File: src/rtl/instruction_fetch.sv
`default_nettype none
// ============================================================================
// Module      : instruction_fetch
// Description : Front-end fetch stage. Owns the PC, issues in-order word reads
//               to instruction memory over a valid/ready port, buffers the
//               returned words in a small FIFO and hands {bits, pc} to decode.
//               Redirects flush the FIFO and drop responses still in flight.
// Ports       : clk, rst_n (sync, active low)
//               imem_req_valid/ready/addr   - memory read request
//               imem_resp_valid/data        - in-order responses, no backpressure
//               redirect_valid/pc           - restart fetch at a new PC
//               instr_valid/ready/bits/pc   - decoded-side handshake
//               instr_fault                 - head entry is a fetch fault
// Options     : FETCH_MISALIGN_TRAP_EN - a misaligned redirect target produces
//               one fault entry instead of fetching; otherwise the low two
//               bits of the target are cleared and instr_fault is tied low.
// Revision    : 1.0 - initial release
// ============================================================================
module instruction_fetch #(
  parameter int unsigned     XLEN       = 32,
  parameter int unsigned     ILEN       = 32,
  parameter logic [XLEN-1:0] RESET_PC   = '0,
  parameter int unsigned     FIFO_DEPTH = 2
) (
  input  logic            clk,
  input  logic            rst_n,
  output logic            imem_req_valid,
  input  logic            imem_req_ready,
  output logic [XLEN-1:0] imem_req_addr,
  input  logic            imem_resp_valid,
  input  logic [ILEN-1:0] imem_resp_data,
  input  logic            redirect_valid,
  input  logic [XLEN-1:0] redirect_pc,
  output logic            instr_valid,
  input  logic            instr_ready,
  output logic [ILEN-1:0] instr_bits,
  output logic [XLEN-1:0] instr_pc,
  output logic            instr_fault
);

  localparam int unsigned    PTR_W   = $clog2(FIFO_DEPTH);
  localparam int unsigned    CNT_W   = PTR_W + 1;
  localparam logic [CNT_W:0] DEPTH_C = FIFO_DEPTH[CNT_W:0];

  localparam logic [2:0] S_IDLE  = 3'd0;
  localparam logic [2:0] S_FETCH = 3'd1;
  localparam logic [2:0] S_DRAIN = 3'd2;
`ifdef FETCH_MISALIGN_TRAP_EN
  localparam logic [2:0] S_FAULT = 3'd3;  // push the fault entry this cycle
  localparam logic [2:0] S_STALL = 3'd4;  // wait for the next redirect
`endif

  logic [2:0]       state_q, state_d;
  logic [XLEN-1:0]  pc_q, pc_d;
  logic [XLEN-1:0]  resp_pc_q, resp_pc_d;
  logic [CNT_W-1:0] outst_q, outst_d;
  logic [CNT_W-1:0] discard_q, discard_d;
  logic [CNT_W-1:0] count_q, count_d;
  logic [PTR_W-1:0] wptr_q, wptr_d;
  logic [PTR_W-1:0] rptr_q, rptr_d;

  logic [ILEN-1:0]  fifo_bits_q [FIFO_DEPTH];
  logic [XLEN-1:0]  fifo_pc_q   [FIFO_DEPTH];

  logic             w_req_fire;
  logic             w_pop;
  logic             w_resp;
  logic             w_resp_keep;
  logic             w_push;
  logic [ILEN-1:0]  w_push_bits;
  logic [XLEN-1:0]  w_push_pc;
  logic [XLEN-1:0]  w_redir_pc;
  logic [CNT_W:0]   w_credit;

`ifdef FETCH_MISALIGN_TRAP_EN
  logic             fifo_fault_q [FIFO_DEPTH];
  logic             fault_pending_q;
  logic [XLEN-1:0]  fault_pc_q;
  logic             w_push_fault;
  logic             w_misalign;
  assign w_misalign = redirect_valid && (redirect_pc[1:0] != 2'b00);
`else
  logic             w_unused_lsbs;
  assign w_unused_lsbs = ^redirect_pc[1:0];
`endif

  assign w_req_fire  = imem_req_valid && imem_req_ready;
  assign w_pop       = instr_valid && instr_ready;
  // A response with nothing outstanding can only be a leftover from before
  // reset; it is neither counted nor buffered.
  assign w_resp      = imem_resp_valid && (outst_q != '0);
  assign w_resp_keep = w_resp && (discard_q == '0);
  assign w_redir_pc  = {redirect_pc[XLEN-1:2], 2'b00};
  assign w_credit    = {1'b0, outst_q} + {1'b0, count_q};

  // FIFO write source: a memory response, or the synthetic fault entry.
  // Nothing is written in a redirect cycle since the FIFO is being flushed.
  always_comb begin
    w_push      = 1'b0;
    w_push_bits = imem_resp_data;
    w_push_pc   = resp_pc_q;
`ifdef FETCH_MISALIGN_TRAP_EN
    w_push_fault = 1'b0;
`endif
    if (!redirect_valid) begin
      w_push = w_resp_keep;
`ifdef FETCH_MISALIGN_TRAP_EN
      if (state_q == S_FAULT) begin
        w_push       = 1'b1;
        w_push_bits  = ILEN'(32'h0000_0013);
        w_push_pc    = fault_pc_q;
        w_push_fault = 1'b1;
      end
`endif
    end
  end

  // Datapath next-state. A redirect overrides everything else, and the
  // discard count includes any request accepted in the redirect cycle.
  always_comb begin
    outst_d   = outst_q + CNT_W'(w_req_fire) - CNT_W'(w_resp);
    discard_d = discard_q;
    if (w_resp && (discard_q != '0)) begin
      discard_d = discard_q - CNT_W'(1);
    end
    pc_d = pc_q;
    if (w_req_fire) begin
      pc_d = pc_q + XLEN'(4);
    end
    // resp_pc follows the oldest request whose response will be kept.
    resp_pc_d = resp_pc_q;
    if (w_resp_keep) begin
      resp_pc_d = resp_pc_q + XLEN'(4);
    end
    count_d = count_q + CNT_W'(w_push) - CNT_W'(w_pop);
    wptr_d  = w_push ? wptr_q + PTR_W'(1) : wptr_q;
    rptr_d  = w_pop  ? rptr_q + PTR_W'(1) : rptr_q;
    if (redirect_valid) begin
      discard_d = outst_d;
      pc_d      = w_redir_pc;
      resp_pc_d = w_redir_pc;
      count_d   = '0;
      wptr_d    = '0;
      rptr_d    = '0;
    end
  end

  always_ff @(posedge clk) begin
    if (!rst_n) begin
      pc_q      <= RESET_PC;
      resp_pc_q <= RESET_PC;
      outst_q   <= '0;
      discard_q <= '0;
      count_q   <= '0;
      wptr_q    <= '0;
      rptr_q    <= '0;
`ifdef FETCH_MISALIGN_TRAP_EN
      fault_pending_q <= 1'b0;
      fault_pc_q      <= '0;
`endif
    end else begin
      pc_q      <= pc_d;
      resp_pc_q <= resp_pc_d;
      outst_q   <= outst_d;
      discard_q <= discard_d;
      count_q   <= count_d;
      wptr_q    <= wptr_d;
      rptr_q    <= rptr_d;
`ifdef FETCH_MISALIGN_TRAP_EN
      if (redirect_valid) begin
        fault_pending_q <= w_misalign;
        fault_pc_q      <= redirect_pc;
      end
`endif
    end
  end

  // Storage needs no reset: the outputs are gated by instr_valid.
  always_ff @(posedge clk) begin
    if (w_push) begin
      fifo_bits_q[wptr_q] <= w_push_bits;
      fifo_pc_q[wptr_q]   <= w_push_pc;
`ifdef FETCH_MISALIGN_TRAP_EN
      fifo_fault_q[wptr_q] <= w_push_fault;
`endif
    end
  end

  // FSM: state register
  always_ff @(posedge clk) begin
    if (!rst_n) begin
      state_q <= S_IDLE;
    end else begin
      state_q <= state_d;
    end
  end

  // FSM: next state
  always_comb begin
    state_d = state_q;
    case (state_q)
      S_IDLE:  state_d = S_FETCH;
      S_FETCH: state_d = S_FETCH;
      S_DRAIN: begin
        if (discard_d == '0) begin
`ifdef FETCH_MISALIGN_TRAP_EN
          state_d = fault_pending_q ? S_FAULT : S_FETCH;
`else
          state_d = S_FETCH;
`endif
        end
      end
`ifdef FETCH_MISALIGN_TRAP_EN
      S_FAULT: state_d = S_STALL;
      S_STALL: state_d = S_STALL;
`endif
      default: state_d = S_IDLE;
    endcase
    if (redirect_valid) begin
      if (discard_d != '0) begin
        state_d = S_DRAIN;
      end else begin
`ifdef FETCH_MISALIGN_TRAP_EN
        state_d = w_misalign ? S_FAULT : S_FETCH;
`else
        state_d = S_FETCH;
`endif
      end
    end
  end

  // FSM: outputs. The credit term only grows on a handshake, so a raised
  // request stays raised with a stable address until accepted or redirected.
  always_comb begin
    imem_req_valid = (state_q == S_FETCH) && (w_credit < DEPTH_C);
    imem_req_addr  = pc_q;
  end

  assign instr_valid = (count_q != '0);
  assign instr_bits  = instr_valid ? fifo_bits_q[rptr_q] : '0;
  assign instr_pc    = instr_valid ? fifo_pc_q[rptr_q]   : '0;
`ifdef FETCH_MISALIGN_TRAP_EN
  assign instr_fault = instr_valid && fifo_fault_q[rptr_q];
`else
  assign instr_fault = 1'b0;
`endif

endmodule
`default_nettype wire

File: config.mk
export PLATFORM = sky130hd
export DESIGN_NAME = instruction_fetch
export DESIGN_NICKNAME = d
export VERILOG_FILES = /design/src/rtl/instruction_fetch.sv
export SDC_FILE = /design/constraint.sdc
export NUM_CORES = 1
export LEC_CHECK = 0
export ABC_AREA = 1
export CAP_MARGIN = 20
export CORE_AREA = 2 2 132 134
export DETAILED_ROUTE_END_ITERATION = 8
export DIE_AREA = 0 0 134 136
export PLACE_DENSITY = 0.85
export SYNTH_ARGS = -nofsm -noshare
export SYNTH_HDL_FRONTEND = slang
export SYNTH_SLANG_ARGS = --single-unit
File: constraint.sdc
create_clock -name clk -period 10.02 [get_ports clk]
set_input_delay 2.004 -clock clk [delete_from_list [all_inputs] [get_ports clk]]
set_output_delay 2.004 -clock clk [all_outputs]
set_load 0.005 [all_outputs]
==> results of run 1 <==
[metrics by stage]
step | utilization (%) | instances | total power [uW] | area [um^2]
6_report | 69.7 | 1513 | 1930 | 11800
5_1_grt | 69.7 | 1513 | 2000 | 11800
4_1_cts | 69.6 | 1512 | 1930 | 11700
3_5_place_dp | 66.1 | 1480 | 1270 | 11200
3_3_place_gp | 66.1 | 1480 | 1260 | 11200
2_1_floorplan | - | 1134 | 1140 | 9430
[where the power goes]
part / total [uW] / switching (uW) / internal [uW]
Clock: 672 / 318 / 354
Sequential: 965 / 47.1 / 917
Combinational: 289 / 165 / 124
Total: 1930 / 530 / 1400
[sequential cells by signal, indices dropped and copies added (netlist names), 2 cells and up, named ones only]
signal / flops
fifo_pc_q: 60
state_q: 2
count_q: 2
fifo_bits_q: 64
imem_req_addr: 30
discard_q: 2
outst_q: 2
resp_pc_q: 30
[routing by layer]
metal,GRT usage (%),share of wire (%)
met5,0,0
met4,10.2,2.6
met3,5.56,9.1
met2,41.3,46
met1,33.6,42
[worst max-delay path, cell delays in order]
cell,delay [ns]
sky130_fd_sc_hd__clkdlybuf4s50_1,0.48
sky130_fd_sc_hd__o21ai_2,0.07
sky130_fd_sc_hd__inv_2,0.08
sky130_fd_sc_hd__nand2_2,0.10
sky130_fd_sc_hd__nor2_2,0.81
sky130_fd_sc_hd__inv_1,0.27
sky130_fd_sc_hd__nor2_4,0.13
sky130_fd_sc_hd__buf_4,0.63
[cell families (layout without fill, tap and decap cells)]
logic type / Yosys count / in the layout / synth area share (%)
buffers and inverters: 142 / 296 / 6.25
xor gates and xnor gates: 20 / 20 / 1.86
other: 1 / 5 / 0.0399
and+or+nand+nor: 588 / 588 / 26.3
DFF: 195 / 195 / 54.7
AOI/OAI and AO/OA: 176 / 176 / 9.75
adders and majority gates: 8 / 8 / 1.14
[cell type report]
cell class | count | area, um^2
Sequential cell | 195 | 5150
Tap cell | 225 | 282
Fill cell | 1275 | 5110
Clock inverter | 15 | 163
Clock buffer | 17 | 425
Timing Repair Buffer | 168 | 1680
Multi-Input combinational cell | 797 | 3710
Inverter | 96 | 363
[Yosys cell counts, types with 3 or more instances]
master / count / share of area, %
sky130_fd_sc_hd__nor2_2: 13 / 0.86
sky130_fd_sc_hd__nor2_4: 9 / 1.1
sky130_fd_sc_hd__dfxtp_1: 71 / 15
sky130_fd_sc_hd__buf_4: 7 / 0.56
sky130_fd_sc_hd__o21bai_1: 3 / 0.24
sky130_fd_sc_hd__nand4_1: 4 / 0.27
sky130_fd_sc_hd__o21ai_1: 5 / 0.27
sky130_fd_sc_hd__xor2_1: 12 / 1.1
sky130_fd_sc_hd__ha_1: 7 / 0.93
sky130_fd_sc_hd__nand2_1: 379 / 15
sky130_fd_sc_hd__inv_2: 3 / 0.12
sky130_fd_sc_hd__inv_1: 92 / 3.7
sky130_fd_sc_hd__xnor2_1: 8 / 0.74
sky130_fd_sc_hd__or2_2: 4 / 0.27
sky130_fd_sc_hd__edfxtp_1: 124 / 40
sky130_fd_sc_hd__nand3_1: 60 / 3.2
sky130_fd_sc_hd__o21ai_0: 38 / 2.0
sky130_fd_sc_hd__nor2_1: 100 / 4.0
sky130_fd_sc_hd__buf_2: 9 / 0.48
sky130_fd_sc_hd__nand2_2: 9 / 0.60
sky130_fd_sc_hd__clkbuf_1: 27 / 1.1
sky130_fd_sc_hd__a31oi_1: 18 / 1.2
sky130_fd_sc_hd__a21oi_1: 110 / 5.9
[how the worst max path moves through the flow]
stage	startpoint	to	slack (ns)
after floorplan	imem_resp_valid	fifo_bits_q[1][0]	4.50
after global placement	imem_resp_valid	fifo_pc_q[1][24]	5.09
after detailed placement	imem_resp_valid	fifo_bits_q[1][12]	5.02
after CTS	flip-flop	instr_bits[4]	5.12
after global routing	imem_resp_valid	fifo_pc_q[1][27]	5.26
final	imem_resp_valid	fifo_pc_q[1][25]	5.46
==> flow_summary.json, run 1 <==
{
  "fraction_of_layout_cells_with_a_size_suffix_above_1_pct": 6.83,
  "power.ir.vdd_worst_v": 0.000136,
  "worst_ep_arrival_time_ns": 4.62,
  "worst_hold_path.num_cells": 2,
  "setup-violations-final": 0,
  "layout.cells.most_common_list": "sky130_fd_sc_hd__nand2_1 (379), sky130_fd_sc_hd__clkdlybuf4s50_1 (161), sky130_fd_sc_hd__edfxtp_1 (124)",
  "gp_routability_congestion": 0.978,
  "origin_of_the_critical_flop_to_flop_path": "count_q[0]",
  "synth_edf_count": 124,
  "core_region_area_mm2": 0.0169,
  "n_antenna_cell": 0,
  "criticalPathCategory": "input pin to flip-flop",
  "slew-limit-headroom_pct": 29.8,
  "report.final.slew_viol_count": 0,
  "cts_made_buffers": 17,
  "final.period_utilization_pct": 45.5,
  "pre_cts_slack_ns": 5.02,
  "fin_setup_tns_ns": 0,
  "drv_cap": 0,
  "worstPathRequired_ns": 10.08,
  "die_area_mm2": 0.0182,
  "rrSetupSlack_ns": 6.98,
  "cts.reportedPaths.clkPinSlew_ns": 0.07,
  "synth_sequential_area_ratio_pct": 54.7,
  "clock-root-buffer": "sky130_fd_sc_hd__clkbuf_16",
  "viasPerCell": 5.37,
  "clk_latency_ns": 0.44,
  "hold_path.startpoint": "wptr_q",
  "postCtsSetupBuffers": 0,
  "num_rows": 48,
  "yosys_register_bits": 195,
  "tightest_slew_ns": 1.05,
  "share_of_synthesized_flip_flops_with_an_asynchronous_set_or_reset_pct": 0,
  "wl_per_cell_um": 15.4,
  "postLayoutSetupSlackWorst_ns": 5.46,
  "grt_overflow_total": 0,
  "antenna_violating_nets_post_route": 0,
  "min-delay-path-class": "flip-flop to flip-flop",
  "run_status": "finished, final reports clean",
  "antenna_violations_before_repair": 0,
  "floorplan.io_pins": 169,
  "worst_setup_start_kind": "input pin",
  "ctsLongestPathBuffers": 2,
  "synth_ff_type": "sky130_fd_sc_hd__edfxtp_1",
  "mostFrequentLayoutCell": "sky130_fd_sc_hd__nand2_1",
  "totalWireLength_um": 23200,
  "detailedRoute.firstIterationViolations": 571,
  "drt_pre_antenna_iters": 7,
  "clock-skew-final_ns": 0.00900,
  "netlist_area_pre_place_mm2": 0.00941,
  "syn_to_final_growth_pct": 25.0,
  "post-dp-hpwl_um": 15800,
  "portBuffers": 161,
  "post_cts_resized": 0,
  "finalNetCount": 1353,
  "fin_worst_hold_slack_ns": 0.487,
  "remaining_drc_errors": 0,
  "first_global_vias": 7376,
  "max_freq_mhz": 219,
  "initial_utilization_pct": 55.8,
  "grt_setup_unrepaired": "false",
  "grt_start_max_net_pins": 64,
  "critPathMaxFanout": 62,
  "cts_hold_buf": 0,
  "groute.usage.overall_pct": 25.5,
  "yosysWarnings": 0,
  "synth_cells": 1130,
  "finalHoldViolations": 0,
  "average_instance_area_after_synthesis_um2": 8.33,
  "width_of_the_chip_um": 134,
  "ys_types": 36,
  "post-route-min-period_ns": 4.56,
  "route.vias.total": 8118,
  "r2r_end": "state_q[1]",
  "pwr_density_cell_mw_per_mm2": 164,
  "die-height_um": 136,
  "cts_sinks": 195,
  "tritoncts": "yes",
  "rr_worst_depth": 17,
  "hold_path_end": "wptr_q",
  "grt_first_pass_wirelength_um": 36400,
  "setup.worst_path.end_class": "flip-flop",
  "leakagePower_uw": 0.00427,
  "htree_levels": 4
}
No activity file was read; power rests on OpenSTA's default activity.
==> inputs of run 2 (changes only) <==
- CORE_AREA: 2 2 132 134 -> 2 2 137 139
- DIE_AREA: 0 0 134 136 -> 0 0 139 141
- PLACE_DENSITY: 0.85 -> 0.8
- clock period: 10.02 -> 4.3 ns (I/O delays scaled with it)
==> flow_summary.json, run 2 (synthesis gave the netlist of run 1 again) <==
{
  "run_status": "finished, final reports clean",
  "core_region_area_mm2": 0.0183,
  "drt_pre_antenna_iters": 5,
  "power.ir.vdd_worst_v": 0.000366,
  "initial_utilization_pct": 51.5,
  "wl_per_cell_um": 15.5,
  "critPathMaxFanout": 40,
  "drv_cap": 0,
  "leakagePower_uw": 0.00428,
  "groute.usage.overall_pct": 24.4,
  "totalWireLength_um": 23600,
  "viasPerCell": 5.28,
  "pwr_density_cell_mw_per_mm2": 384,
  "rr_worst_depth": 17,
  "report.final.slew_viol_count": 0,
  "n_antenna_cell": 0,
  "route.vias.total": 8046,
  "min-delay-path-class": "flip-flop to flip-flop",
  "worstPathRequired_ns": 3.44,
  "postCtsSetupBuffers": 0,
  "finalHoldViolations": 0,
  "cp_cell_sequence": "inv_2, buf_4, nand2_1, a21oi_1, clkdlybuf4s50_1",
  "htree_levels": 4,
  "width_of_the_chip_um": 139,
  "tightest_slew_ns": 0.832,
  "finalNetCount": 1355,
  "fraction_of_layout_cells_with_a_size_suffix_above_1_pct": 6.82,
  "largest_register_ffs": 64,
  "syn_to_final_growth_pct": 25.3,
  "criticalPathCategory": "flip-flop to primary output",
  "hold_path.startpoint": "rptr_q",
  "clock-root-buffer": "sky130_fd_sc_hd__clkbuf_16",
  "top_regs": "fifo_bits_q x64, fifo_pc_q x60",
  "grt_setup_unrepaired": "false",
  "largest_register": "fifo_bits_q",
  "fin_setup_tns_ns": 0,
  "antenna_violating_nets_post_route": 0,
  "layout.cells.most_common_list": "sky130_fd_sc_hd__nand2_1 (379), sky130_fd_sc_hd__clkdlybuf4s50_1 (161), sky130_fd_sc_hd__edfxtp_1 (124)",
  "floorplan.io_pins": 169,
  "setup.worst_path.end_class": "primary output",
  "remaining_drc_errors": 0,
  "mostFrequentLayoutCell": "sky130_fd_sc_hd__nand2_1",
  "grt_start_max_net_pins": 64,
  "fin_worst_hold_slack_ns": 0.450,
  "max_freq_mhz": 305,
  "cts_sinks": 195,
  "worst_setup_start_kind": "flip-flop",
  "slew-limit-headroom_pct": 44.5,
  "cts_hold_buf": 0,
  "final.period_utilization_pct": 76.3,
  "die_area_mm2": 0.0196,
  "setup-violations-final": 0,
  "die-height_um": 141,
  "critical_path.max_stage_delay_ns": 0.58,
  "critPathSlowestCell": "sky130_fd_sc_hd__clkdlybuf4s50_1",
  "origin_of_the_critical_flop_to_flop_path": "count_q[0]",
  "tritoncts": "yes",
  "cts_made_buffers": 17,
  "worst_hold_path.num_cells": 1,
  "num_rows": 50,
  "clock-skew-final_ns": 0.0182,
  "r2r_end": "state_q[1]",
  "rrSetupSlack_ns": 1.30,
  "clk_latency_ns": 0.44,
  "cts.reportedPaths.clkPinSlew_ns": 0.07,
  "post_cts_resized": 0,
  "grt_overflow_total": 0,
  "post-dp-hpwl_um": 16400,
  "worst_ep_arrival_time_ns": 2.42,
  "post-route-min-period_ns": 3.28,
  "antenna_violations_before_repair": 0,
  "grt_first_pass_wirelength_um": 38100,
  "first_global_vias": 7549,
  "portBuffers": 161,
  "ctsLongestPathBuffers": 2,
  "gp_routability_congestion": 0.913,
  "detailedRoute.firstIterationViolations": 579
}
run 2: cell count changes in the layout (fill, tap and decap cells not counted):
cell                         change
sky130_fd_sc_hd__clkinv_1        +1
sky130_fd_sc_hd__nor2_2          -1
sky130_fd_sc_hd__clkinv_8        -1
sky130_fd_sc_hd__clkinvlp_4      +1
sky130_fd_sc_hd__nor2_1          +1
sky130_fd_sc_hd__inv_8           -1
sky130_fd_sc_hd__bufinv_16       +1
sky130_fd_sc_hd__buf_4           +2
sky130_fd_sc_hd__clkinv_4        -1
run 2: area by class of cell:
cell class	count	area (um^2)
clock inverters	15	168
clock buffers	17	425
inverters	96	363
multi-input cells	797	3710
repair buffers	170	1690
flip-flops and latches	195	5150
well taps	234	293
fillers	1485	6470
run 2: routing by layer:
metal / up-vias / part of all wire [%] / global-route usage [%]
li1: 3988 / - / -
met3: 32 / 8.1 / 5.67
met2: 333 / 46 / 39.5
met4: 0 / 1.8 / 6.86
met5: - / 0 / 0
met1: 3693 / 44 / 33.3
run 2: per-stage QoR:
step	area (um^2)	util [%]	setup slack [ns]	total power, uW	instances
after floorplan	9430	-	0.959	2660	1134
after global placement	11200	61.3	1.06	2940	1492
after detailed placement	11200	61.3	1.05	2960	1492
after CTS	11800	64.6	0.954	4550	1524
after global routing	11800	64.6	0.833	4720	1524
final	11800	64.6	1.02	4530	1524
run 2: power breakdown:
part / switching (uW) / internal (uW)
logic: 381 / 297
clock network: 728 / 872
registers: 112 / 2140
run 2: worst max path at each step:
stage | to | cells past startpoint | from
2_1_floorplan | fifo_bits_q[1][0] | 6 | imem_resp_valid
4_1_cts | instr_pc[16] | 5 | flip-flop
3_3_place_gp | fifo_pc_q[1][23] | 9 | imem_resp_valid
5_1_grt | instr_pc[16] | 5 | flip-flop
6_report | instr_pc[16] | 5 | flip-flop
3_5_place_dp | fifo_pc_q[1][24] | 9 | imem_resp_valid
run 2: critical path: cells and delay by family, from the launching register on:
kind	cells	cell delay (ns)
buffers and inverters	3	1.37
flip-flops	1	0.32
AO/OA/AOI/OAI	1	0.18
AND/OR/NAND/NOR	1	0.12
==> inputs of run 3 (changes only) <==
- clock period: 4.3 -> 3.1 ns (I/O delays scaled with it)
==> flow_summary.json, run 3 (synthesis gave the netlist of run 1 again) <==
{
  "worstPathRequired_ns": 2.48,
  "die-height_um": 141,
  "postLayoutSetupSlackWorst_ns": 0.254,
  "worst_setup_start_kind": "flip-flop",
  "first_global_vias": 7653,
  "layout.cells.non_filler": 1533,
  "drt_pre_antenna_iters": 7,
  "grt_first_pass_wirelength_um": 39400,
  "place_area_mm2": 0.0113,
  "drv_cap": 0,
  "die_area_mm2": 0.0196,
  "leakagePower_uw": 0.00439,
  "viasPerCell": 5.34,
  "post-route-min-period_ns": 2.85,
  "worst_ep_arrival_time_ns": 2.23,
  "num-fill-cells": 1449,
  "criticalPathCategory": "flip-flop to primary output",
  "width_of_the_chip_um": 139,
  "grt_overflow_total": 0,
  "clock-root-buffer": "sky130_fd_sc_hd__clkbuf_16",
  "run_status": "finished, final reports clean",
  "pre_cts_slack_ns": 0.227,
  "layout.cells.most_common_list": "sky130_fd_sc_hd__nand2_1 (379), sky130_fd_sc_hd__clkdlybuf4s50_1 (161), sky130_fd_sc_hd__edfxtp_1 (124)",
  "antenna_violations_before_repair": 0,
  "power_frac_seq_pct": 47.9,
  "detailedRoute.firstIterationViolations": 725,
  "setup-violations-final": 0,
  "tightest_slew_ns": 0.657,
  "route.vias.total": 8183,
  "netSwitchingFraction_pct": 26.6,
  "groute.usage.overall_pct": 25.2,
  "largest_register": "fifo_bits_q",
  "grt_start_max_net_pins": 63,
  "clk_latency_ns": 0.44,
  "initial_utilization_pct": 51.5,
  "dp_cells": 1500,
  "fin_area_mm2": 0.0120,
  "totalWireLength_um": 24500,
  "max_freq_mhz": 351,
  "report.final.slew_viol_count": 0,
  "finalNetCount": 1364,
  "wl_per_cell_um": 16.0,
  "cts_hold_buf": 0,
  "tritoncts": "yes",
  "floorplan.io_pins": 169,
  "cts_made_buffers": 17,
  "cts_sinks": 195,
  "power.ir.vdd_worst_v": 0.000430,
  "slew-limit-headroom_pct": 56.2,
  "fin_setup_tns_ns": 0,
  "layout.core_utilization_pct": 65.6,
  "num_rows": 50,
  "n_antenna_cell": 0,
  "largest_register_ffs": 64,
  "core_region_area_mm2": 0.0183,
  "gp_routability_congestion": 0.969,
  "antenna_violating_nets_post_route": 0,
  "syn_to_final_growth_pct": 27.3,
  "p_comb_share_pct": 15.0,
  "mostFrequentLayoutCell": "sky130_fd_sc_hd__nand2_1",
  "top_regs": "fifo_bits_q x64, fifo_pc_q x60",
  "post-dp-hpwl_um": 17300,
  "min-delay-path-class": "flip-flop to flip-flop",
  "origin_of_the_critical_flop_to_flop_path": "outst_q[0]",
  "fraction_of_layout_cells_with_a_size_suffix_above_1_pct": 7.54,
  "hold_path.startpoint": "rptr_q",
  "power.share.clock_pct": 37.1,
  "setup.worst_path.end_class": "primary output",
  "critPathMaxFanout": 62,
  "htree_levels": 4,
  "clock-skew-final_ns": 0.00947,
  "remaining_drc_errors": 0,
  "portBuffers": 161,
  "finalHoldViolations": 0,
  "internal_power_uw": 4780,
  "final.period_utilization_pct": 91.8,
  "ctsLongestPathBuffers": 2,
  "cts.reportedPaths.clkPinSlew_ns": 0.07,
  "pwr_density_cell_mw_per_mm2": 543,
  "power.switching_uw": 1730,
  "grt_setup_unrepaired": "false"
}
==> run 3: cell count changes in the layout (fill, tap and decap cells not counted), moves of 2 or more <==
cell | previous run | this run
sky130_fd_sc_hd__buf_12 | 1 | 6
sky130_fd_sc_hd__buf_4 | 8 | 12
sky130_fd_sc_hd__bufinv_16 | 2 | 4
sky130_fd_sc_hd__clkinvlp_4 | 4 | 0
sky130_fd_sc_hd__inv_6 | 3 | 5
==> run 3: layout make-up <==
class                   instances  area, um^2  share of cell area (%)
clock buffers                  17         425                    3.55
well taps                     234         293                    2.44
inverters                      96         363                    3.03
flip-flops and latches        195        5150                    43.0
multi-input cells             797        3710                    31.0
clock inverters                15         220                    1.84
repair buffers                179        1820                    15.2
==> run 3: worst paths after layout <==
check | end | depth (start not counted) | slack (ns)
setup reg to reg | state_q[1] | 17 | 0.27
hold reg to reg | flip-flop | 1 | 0.47
setup / recovery | instr_pc[30] | 4 | 0.25
hold / removal | flip-flop | 1 | 0.47
==> run 3: worst max-delay path: stages, from the launching register on <==
cell,delay (ns)
sky130_fd_sc_hd__dfxtp_2,0.34
sky130_fd_sc_hd__buf_4,0.52
sky130_fd_sc_hd__nand2_1,0.15
sky130_fd_sc_hd__a21oi_1,0.19
sky130_fd_sc_hd__clkdlybuf4s50_1,0.56
==> run 3: power groups by stage <==
stage                     registers, uW  clock network (uW)  logic [uW]
after CTS                          3120                2440         972
after global placement             3160                   0         939
final                              3120                2420         975
after detailed placement           3170                   0         961
after floorplan                    3130                   0         558
after global routing               3140                2540        1080
==> run 3: layer usage <==
| metal | vias to the layer above | part of all wire (%) | GRT usage, % |
|---|---|---|---|
| li1 | 4002 | - | - |
| met1 | 3791 | 42 | 34.4 |
| met5 | - | 0 | 0 |
| met4 | 0 | 2.4 | 8.24 |
| met3 | 45 | 8.2 | 4.52 |
| met2 | 345 | 47 | 41.0 |
==> run 3: repair_timing <==
item                       4_1_cts  5_1_grt
setup endpoints to repair        0        2
setup buffers                    0        1
gates resized for setup          0        1
==> run 3: per-stage QoR <==
stage          hold slack (ns)  total power (uW)
3_5_place_dp             0.453              4130
2_1_floorplan            0.425              3690
3_3_place_gp             0.439              4100
4_1_cts                  0.467              6530
6_report                 0.473              6510
5_1_grt                  0.486              6770
